**config.mk**
```make
export PLATFORM = sky130hd
export DESIGN_NAME = cim_host_sequencer
export DESIGN_NICKNAME = d
export VERILOG_FILES = /design/src/rtl/cim_host_sequencer.sv
export SDC_FILE = /design/constraint.sdc
export NUM_CORES = 1
export LEC_CHECK = 0
export ABC_AREA = 1
export BUFFER_PORTS_ARGS = -buffer_cell sky130_fd_sc_hd__buf_2
export CORE_ASPECT_RATIO = 0.7
export CORE_UTILIZATION = 47
export CTS_CLUSTER_DIAMETER = 150
export DETAILED_ROUTE_END_ITERATION = 16
export PLACE_DENSITY = 0.85
export SETUP_SLACK_MARGIN = 0.5
export SYNTH_ARGS = -nofsm -noshare
export SYNTH_HDL_FRONTEND = slang
export SYNTH_SLANG_ARGS = --single-unit
```
**constraint.sdc**
```tcl
create_clock -name clk -period 1.8 [get_ports clk]
set_input_delay 0.18 -clock clk [delete_from_list [all_inputs] [get_ports clk]]
set_output_delay 0.18 -clock clk [all_outputs]
set_load 0.01 [all_outputs]
```
**src/rtl/cim_host_sequencer.sv**
```systemverilog
// Host-side initiator for the 8-bit compute-in-SRAM macro: turns NOP/WRITE/READ/COMPUTE
// requests into the macro pin protocol and returns sampled results on a response channel.
module cim_host_sequencer #(
    parameter int RESP_LAT   = 2,
    parameter int RST_CYCLES = 4
) (
    input  logic       clk,
    input  logic       rst,
    input  logic       req_valid,
    output logic       req_ready,
    input  logic [1:0] req_op,
    input  logic [3:0] req_addr,
    input  logic [1:0] req_func,
    input  logic [7:0] req_data,
    output logic       rsp_valid,
    input  logic       rsp_ready,
    output logic [1:0] rsp_op,
    output logic [7:0] rsp_data,
    output logic [7:0] pin_ui,
    output logic [7:0] pin_uio,
    output logic [7:0] pin_uio_drive,
    input  logic [7:0] pin_uo,
    output logic       pin_rst_n,
    output logic       pin_ena,
    output logic       busy
);

    typedef enum logic [2:0] {
        S_INIT,
        S_IDLE,
        S_ISSUE,
        S_WAIT,
        S_RESP
    } state_t;

    localparam logic [1:0] OP_NOP     = 2'b00;
    localparam logic [1:0] OP_WRITE   = 2'b01;
    localparam logic [1:0] OP_READ    = 2'b10;
    localparam logic [1:0] OP_COMPUTE = 2'b11;

    localparam int              WAIT_W    = $clog2(RESP_LAT + 1);
    localparam logic [WAIT_W-1:0] WAIT_LOAD = WAIT_W'(RESP_LAT);
    localparam logic [WAIT_W-1:0] WAIT_ONE  = WAIT_W'(1);
    localparam logic [3:0]        INIT_LAST = 4'(RST_CYCLES - 1);

    state_t            state, state_d;
    logic [3:0]        init_cnt, init_cnt_d;
    logic [WAIT_W-1:0] wait_cnt, wait_cnt_d;
    logic [1:0]        cur_op, cur_op_d;
    logic              rsp_valid_d;
    logic [1:0]        rsp_op_d;
    logic [7:0]        rsp_data_d;
    logic [7:0]        pin_ui_d, pin_uio_d, pin_uio_drive_d;
    logic              pin_rst_n_d, pin_ena_d, busy_d;

    assign req_ready = (state == S_IDLE);

    always_comb begin
        // NOTE: every signal gets a default before the case so no path can leave
        // one unassigned and infer a latch.
        state_d         = state;
        init_cnt_d      = init_cnt;
        wait_cnt_d      = wait_cnt;
        cur_op_d        = cur_op;
        rsp_valid_d     = rsp_valid;
        rsp_op_d        = rsp_op;
        rsp_data_d      = rsp_data;
        pin_ui_d        = 8'h00;
        pin_uio_d       = 8'h00;
        pin_uio_drive_d = 8'h00;
        pin_rst_n_d     = pin_rst_n;
        pin_ena_d       = pin_ena;

        unique case (state)
            S_INIT: begin
                // Release the macro first, then give it one quiet cycle before IDLE.
                if (!pin_rst_n) begin
                    if (init_cnt == INIT_LAST) begin
                        pin_rst_n_d = 1'b1;
                        pin_ena_d   = 1'b1;
                    end else begin
                        init_cnt_d = init_cnt + 4'd1;
                    end
                end else begin
                    state_d = S_IDLE;
                end
            end

            S_IDLE: begin
                if (req_valid) begin
                    state_d  = S_ISSUE;
                    cur_op_d = req_op;
                    pin_ui_d = {req_op, req_addr, req_func};
                    unique case (req_op)
                        OP_WRITE: begin
                            pin_uio_d       = req_data;
                            pin_uio_drive_d = 8'hFF;
                        end
                        OP_COMPUTE: begin
                            pin_uio_d       = {4'h0, req_data[3:0]};
                            pin_uio_drive_d = 8'hFF;
                        end
                        default: begin
                            pin_uio_d       = 8'h00;
                            pin_uio_drive_d = 8'h00;
                        end
                    endcase
                end
            end

            S_ISSUE: begin
                if (cur_op == OP_NOP || cur_op == OP_WRITE) begin
                    state_d     = S_RESP;
                    rsp_valid_d = 1'b1;
                    rsp_op_d    = cur_op;
                    rsp_data_d  = 8'h00;
                end else begin
                    state_d    = S_WAIT;
                    wait_cnt_d = WAIT_LOAD;
                end
            end

            S_WAIT: begin
                if (wait_cnt == WAIT_ONE) begin
                    state_d     = S_RESP;
                    rsp_valid_d = 1'b1;
                    rsp_op_d    = cur_op;
                    rsp_data_d  = pin_uo;
                end else begin
                    wait_cnt_d = wait_cnt - WAIT_ONE;
                end
            end

            S_RESP: begin
                if (rsp_ready) begin
                    state_d     = S_IDLE;
                    rsp_valid_d = 1'b0;
                end
            end

            default: state_d = S_INIT;
        endcase

        busy_d = (state_d != S_IDLE);
    end

    always_ff @(posedge clk) begin
        // NOTE: sequential state uses non-blocking assignments so every register
        // samples the pre-edge values, independent of statement order.
        if (rst) begin
            state         <= S_INIT;
            init_cnt      <= 4'd0;
            wait_cnt      <= '0;
            cur_op        <= OP_NOP;
            rsp_valid     <= 1'b0;
            rsp_op        <= 2'b00;
            rsp_data      <= 8'h00;
            pin_ui        <= 8'h00;
            pin_uio       <= 8'h00;
            pin_uio_drive <= 8'h00;
            pin_rst_n     <= 1'b0;
            pin_ena       <= 1'b0;
            busy          <= 1'b1;
        end else begin
            state         <= state_d;
            init_cnt      <= init_cnt_d;
            wait_cnt      <= wait_cnt_d;
            cur_op        <= cur_op_d;
            rsp_valid     <= rsp_valid_d;
            rsp_op        <= rsp_op_d;
            rsp_data      <= rsp_data_d;
            pin_ui        <= pin_ui_d;
            pin_uio       <= pin_uio_d;
            pin_uio_drive <= pin_uio_drive_d;
            pin_rst_n     <= pin_rst_n_d;
            pin_ena       <= pin_ena_d;
            busy          <= busy_d;
        end
    end

    // Unused op code kept for readability of the encoding table.
    logic unused_read_code;
    assign unused_read_code = ^OP_READ;

endmodule

```
==> results.txt, run 1 <==
status = finished, final reports clean
CP Data Required Time = 1.99 ns
Vias = 1,550
total track usage = 19.2%
fin worst setup slack = 0.521 ns
final wirelength = 3730 um
Yosys reg bits = 42
DRT Pass-1 Iters = 4
DRC Markers = 0
die width = 73.9 um
pwr/cell area = 893 nW/um^2
synthesized area = 1700 um^2
LEAKAGE = 0.00115 uW
Die Y = 52.3 um
I/O pins = 67
Reg area = 850 um^2
clock sinks = 42
Starting Density = 51.5%
core area = 3300 um^2
count leader, synth = dfxtp_1
Antenna Cells = 0
sequential element share of the synthesized area = 49.5%
unrepaired setup endpoints after global routing = true
dpl ws = 0.333 ns
area leader, netlist = dfxtp_1
detailed placement HPWL = 2570 um
worst reg2reg startpoint = wait_cnt[0]$_SDFFE_PP0P_
Fin. Hold Viols = 0
Port Buffer Count = 66
CP startpoint kind = register
# setup viols final = 0
area of the multi-input gates = 722 um^2
FMAX = 0.782 GHz
Max clock buf depth = 2
max layer used = met4
Routed WL per cell = 11.4 um
post-synth cell types = 28
layout cells sized above 1 = 40.9%
Post-Syn Area per Cell = 8.09 um^2
Std-Cell Rows = 17
global-route wire length before repair = 5570 um
Yosys top cell area share = 49.5%
Remaining Overflow, GRT = 0
setup TNS = 0 ns
peak supply drop = 0.681 mV
Crit path arrival time = 1.47 ns
vias in the first global route = 1,320
Total Die Area = 3860 um^2
crit path from = wait_cnt[0]$_SDFFE_PP0P_
TritonCTS clock tree = built
Hold Startpoint = req_data[2]
slew margin rel. = 81.6%
Setup crit end kind = register
Final ANT Viol Nets = 0
worst-margin pin slew = 0.275 ns
Period minus WS final = 1.28 ns
crit path max fanout = 8
number of synthesized flops with an enable pin = 0
Root Driver = clkbuf_8
largest net degree at the start of global routing = 15
Fillers = 293
ys async rst share = 0%
Syn. warnings = 0
Post-synth top cells = dfxtp_1 (42), nand2_1 (37), nor2_1 (32)
Syn Inst Count = 210
Final Wtd Congestion = 0.802
nets = 308
DR iter-0 viols = 108
initial antenna violation count = 0
Clock Latency Late Sink = 0.29 ns
DR WL met3 = 212 um
Clock Skew = 0.00774 ns
Slew Limit Fails = 0
routed wl met2 = 1710 um
Reg clk slew, reported paths = 0.08 ns
Layout area overhead = 30.9%
htree depth = 2
dominant cells by area after synthesis = dfxtp_1 (49%), nand2_1 (8.2%), nor2_1 (7.1%), inv_1 (6.6%), nand3_1 (4.1%)
number of max-cap violations = 0
drt via density = 4.75
Tcrit/Tclk final = 71.0%
CTS buffer count = 5
Worst Hold Class = in -> reg
Post-Syn Nets = 240
M1 WL = 1750 um
Synth Flop Type = dfxtp_1
type of the worst setup path = reg -> reg
## area by class of cell
class	count	share of cell area (%)
flip-flops and latches	42	38.2
multi-input cells	125	32.5
repair buffers	71	16.7
inverters	33	5.91
clock buffers	7	3.88
well taps	47	2.64
clock inverters	1	0.225
## cells in the final DEF (no fill, tap or decap), drive strengths merged
cell type / instances
inv: 33
nand3b: 1
a21oi: 17
a31oi: 1
or2: 1
buf: 71
dfxtp: 42
nor3b: 4
nor2: 33
clkinv: 1
nand2: 41
nand4: 3
o21ai: 4
xor2: 1
nand3: 16
o22ai: 1
clkbuf: 7
ha: 2
## repair_timing
action,in CTS,in global routing
gates resized for setup,8,19
gates cloned,1,0
pin swaps,2,8
hold buffers,0,0
buffers inserted,2,1
endpoints found under the setup margin,30,38
## logic make-up (layout without fill, tap and decap cells)
kind of cell    Yosys count  after routing  share of synthesized area (%)
compound gates           23             23                           8.91
xor+xnor                  1              1                          0.516
fa+ha+maj                 2              2                           1.47
buf+inv                  44            112                           12.2
flops                    42             42                           49.5
simple gates             98             99                           27.5
## metrics by stage
step                      hold slack (ns)  util (%)  std cells  total power [uW]  cell area (um^2)
after floorplan                     0.249         -        210              1260              1700
after global placement              0.393      61.3        314              1340              2020
after detailed placement            0.401      61.3        314              1360              2020
after CTS                          0.0949      65.4        325              1980              2150
after global routing               0.0916      67.5        326              2090              2220
final                              0.0987      67.5        326              1990              2220
## flip-flops by register name (all words and copies together) (netlist names)
| register | flops |
|---|---|
| busy | 1 |
| cur_op | 2 |
| init_cnt | 4 |
| pin_ena | 1 |
| pin_rst_n | 1 |
| pin_ui | 8 |
| pin_uio | 8 |
| pin_uio_drive | 1 |
| rsp_data | 8 |
| rsp_op | 2 |
| rsp_valid | 1 |
| state | 3 |
| wait_cnt | 2 |
## metal layers
metal | global-route usage, % | vias up
met4 | 5.77 | 0
met3 | 5.77 | 7
met2 | 29.8 | 60
met5 | 0 | -
li1 | - | 781
met1 | 25.8 | 702
## critical path: stages, from the launching register on
cell and delay [ns]:
dfxtp_4 0.38, ha_4 0.15, inv_4 0.04, a21oi_4 0.27, nand2_4 0.15, a21oi_2 0.13, nor2_1 0.05
## final timing paths
path | end | slack (ns) | depth (start not counted)
setup / recovery | rsp_data[5]$_SDFFE_PP0P_ | 0.52 | 6
hold / removal | pin_uio[2]$_SDFF_PP0_ | 0.1 | 3
setup reg to reg | rsp_data[5]$_SDFFE_PP0P_ | 0.52 | 6
hold reg to reg | rsp_data[2]$_SDFFE_PP0P_ | 0.47 | 2
## power breakdown
group | internal, uW | switching [uW] | total [uW]
Combinational | 135 | 195 | 330
Clock | 309 | 305 | 615
Sequential | 984 | 57.9 | 1040
(Power assumes the default switching activity.)
==> inputs of run 2 (changes only) <==
--- a/config.mk
+++ b/config.mk
@@ -8,10 +8,10 @@
 export ABC_AREA = 1
 export BUFFER_PORTS_ARGS = -buffer_cell sky130_fd_sc_hd__buf_2
 export CORE_ASPECT_RATIO = 0.7
-export CORE_UTILIZATION = 47
+export CORE_UTILIZATION = 43
 export CTS_CLUSTER_DIAMETER = 150
 export DETAILED_ROUTE_END_ITERATION = 16
-export PLACE_DENSITY = 0.85
+export PLACE_DENSITY = 0.82
 export SETUP_SLACK_MARGIN = 0.5
 export SYNTH_ARGS = -nofsm -noshare
 export SYNTH_HDL_FRONTEND = slang
==> constraint.sdc (replaced) <==
create_clock -name clk -period 1.08 [get_ports clk]
set_input_delay 0.108 -clock clk [delete_from_list [all_inputs] [get_ports clk]]
set_output_delay 0.108 -clock clk [all_outputs]
set_load 0.01 [all_outputs]
==> run 2 against run 1 <==
Sequential power rose by 67%; maximum frequency barely moved; sequential share of layout area fell by 8.6 points; worst hold slack got worse by 0.099 ns; final cell count rose by 10%; the run now ends with hold timing, setup timing left; via count rose by 16%; power rose by 110%; wire length rose by 45%.
==> results.txt, run 2 (synthesis results as in run 1) <==
status = finished with violations
failing checks = hold timing, setup timing
type of the worst setup path = reg -> reg
peak supply drop = 1.31 mV
most frequent cells in the layout = buf_6 (40), buf_2 (38), nand2_1 (27), inv_1 (24)
Setup crit end kind = register
vias in the first global route = 1,519
CP startpoint kind = register
DRT Pass-1 Iters = 5
drt via density = 5.02
Max clock buf depth = 2
worst-margin pin slew = 0.402 ns
Fillers = 199
fin worst setup slack = -0.200 ns
pwr/cell area = 1390 nW/um^2
total track usage = 21.2%
Reg area = 887 um^2
Starting Density = 46.6%
hold slack = -0.00000691 ns
global-route wire length before repair = 6600 um
core area = 3650 um^2
Die Y = 54.6 um
Clock Latency Late Sink = 0.31 ns
layout cells sized above 1 = 66.0%
unrepaired setup endpoints after global routing = true
Root Driver = clkbuf_8
area of the multi-input gates = 967 um^2
crit-path cells = buf_6 > nand2_2 > a21oi_4 > nand2_4 > nand2_1 > a21oi_2
CTS buffer count = 5
FF-to-FF path depth = 6
Layout area overhead = 76.7%
TritonCTS clock tree = built
Top Registers = pin_ui: 8 flops, pin_uio: 8 flops, rsp_data: 8 flops
# setup viols final = 30
detailed placement HPWL = 2850 um
number of max-cap violations = 0
initial antenna violation count = 0
DRC Markers = 0
Remaining Overflow, GRT = 0
clock sinks = 42
final wirelength = 5400 um
slew margin rel. = 73.1%
Worst Hold Class = in -> reg
dominant delay contributor by cell family on the critical path = flip-flops
die width = 77.1 um
Fin. Hold Viols = 1
placed instance count = 332
Port Buffer Count = 66
Clock Skew = 0.0117 ns
Tcrit/Tclk final = 118%
nets = 338
largest net degree at the start of global routing = 17
DR iter-0 viols = 52
Antenna Cells = 0
Final Wtd Congestion = 0.888
CP Data Required Time = 1.27 ns
Routed WL per cell = 15.0 um
slowest stage delay, CP = 0.39 ns
Worst Path Buf+Inv = 1
Slew Limit Fails = 0
Period minus WS final = 1.28 ns
crit path max fanout = 8
Reg clk slew, reported paths = 0.08 ns
Total Die Area = 4210 um^2
Crit path arrival time = 1.47 ns
FMAX = 0.781 GHz
LEAKAGE = 0.00139 uW
Vias = 1,801
dpl ws = -0.0786 ns
Hold Path Depth = 3
setup TNS = -2.97 ns
htree depth = 2
slowest cell on the critical path = dfxtp_4
critical path depth in cells = 6
commonest non-fill, non-tap cell in the layout = buf_6
fin cells = 359
Final ANT Viol Nets = 0
I/O pins = 67
final core utilization = 82.3%
Std-Cell Rows = 18
-- run 2: changes by cell type in the layout (fill, tap and decap cells not counted), sizes merged --
| cell | delta |
|---|---|
| buf | +29 |
| nand2 | +1 |
-- run 2: worst register-to-register path, cell delays in order (launching register included) --
cell and delay, ns:
dfxtp_4 0.39, buf_6 0.13, nand2_2 0.08, a21oi_4 0.22, nand2_4 0.14, nand2_1 0.13
a21oi_2 0.07
-- run 2: worst paths after layout --
kind                            start                  endpoint  slack (ns)
max               state[1]$_SDFF_PP0_  rsp_data[0]$_SDFFE_PP0P_       -0.20
min                       req_data[1]     pin_uio[1]$_SDFF_PP0_   -0.000007
max reg2reg       state[1]$_SDFF_PP0_  rsp_data[0]$_SDFFE_PP0P_       -0.20
min reg2reg  rsp_data[2]$_SDFFE_PP0P_  rsp_data[2]$_SDFFE_PP0P_        0.48
-- run 2: area by class of cell --
class                      instances  area share (%)
multi-input combinational        126            32.2
sequential                        42            29.6
timing repair buffer             100            27.3
inverter                          33            4.63
clock buffer                       7            3.96
tap                               50            2.08
clock inverter                     1           0.292
-- run 2: report_power, final --
part	internal, uW	total, uW	switching, uW
clock	740	1310	575
sequential	1650	1740	87.7
combinational	530	1110	584
-- run 2: metrics by stage --
step | instance area (um^2) | total power (uW)
floorplan | 1810 | 2160
global placement | 2240 | 2400
detailed placement | 2240 | 2430
CTS | 2670 | 3920
global route | 3000 | 4310
finish | 3000 | 4170
-- run 2: metal layers --
| metal | vias up | GRT usage [%] | routed length, um |
|---|---|---|---|
| met5 | - | 0 | 0 |
| met4 | 0 | 14.2 | 175 |
| met3 | 17 | 4.67 | 271 |
| met2 | 70 | 36.7 | 2710 |
| met1 | 863 | 24.5 | 2240 |
| li1 | 851 | - | - |
-- run 2: timing repair --
action,in CTS,in global routing
gates cloned,0,2
endpoints found under the hold margin,7,0
setup endpoints to repair,81,81
resized for setup,54,68
pin swaps,5,26
buffers inserted,11,6
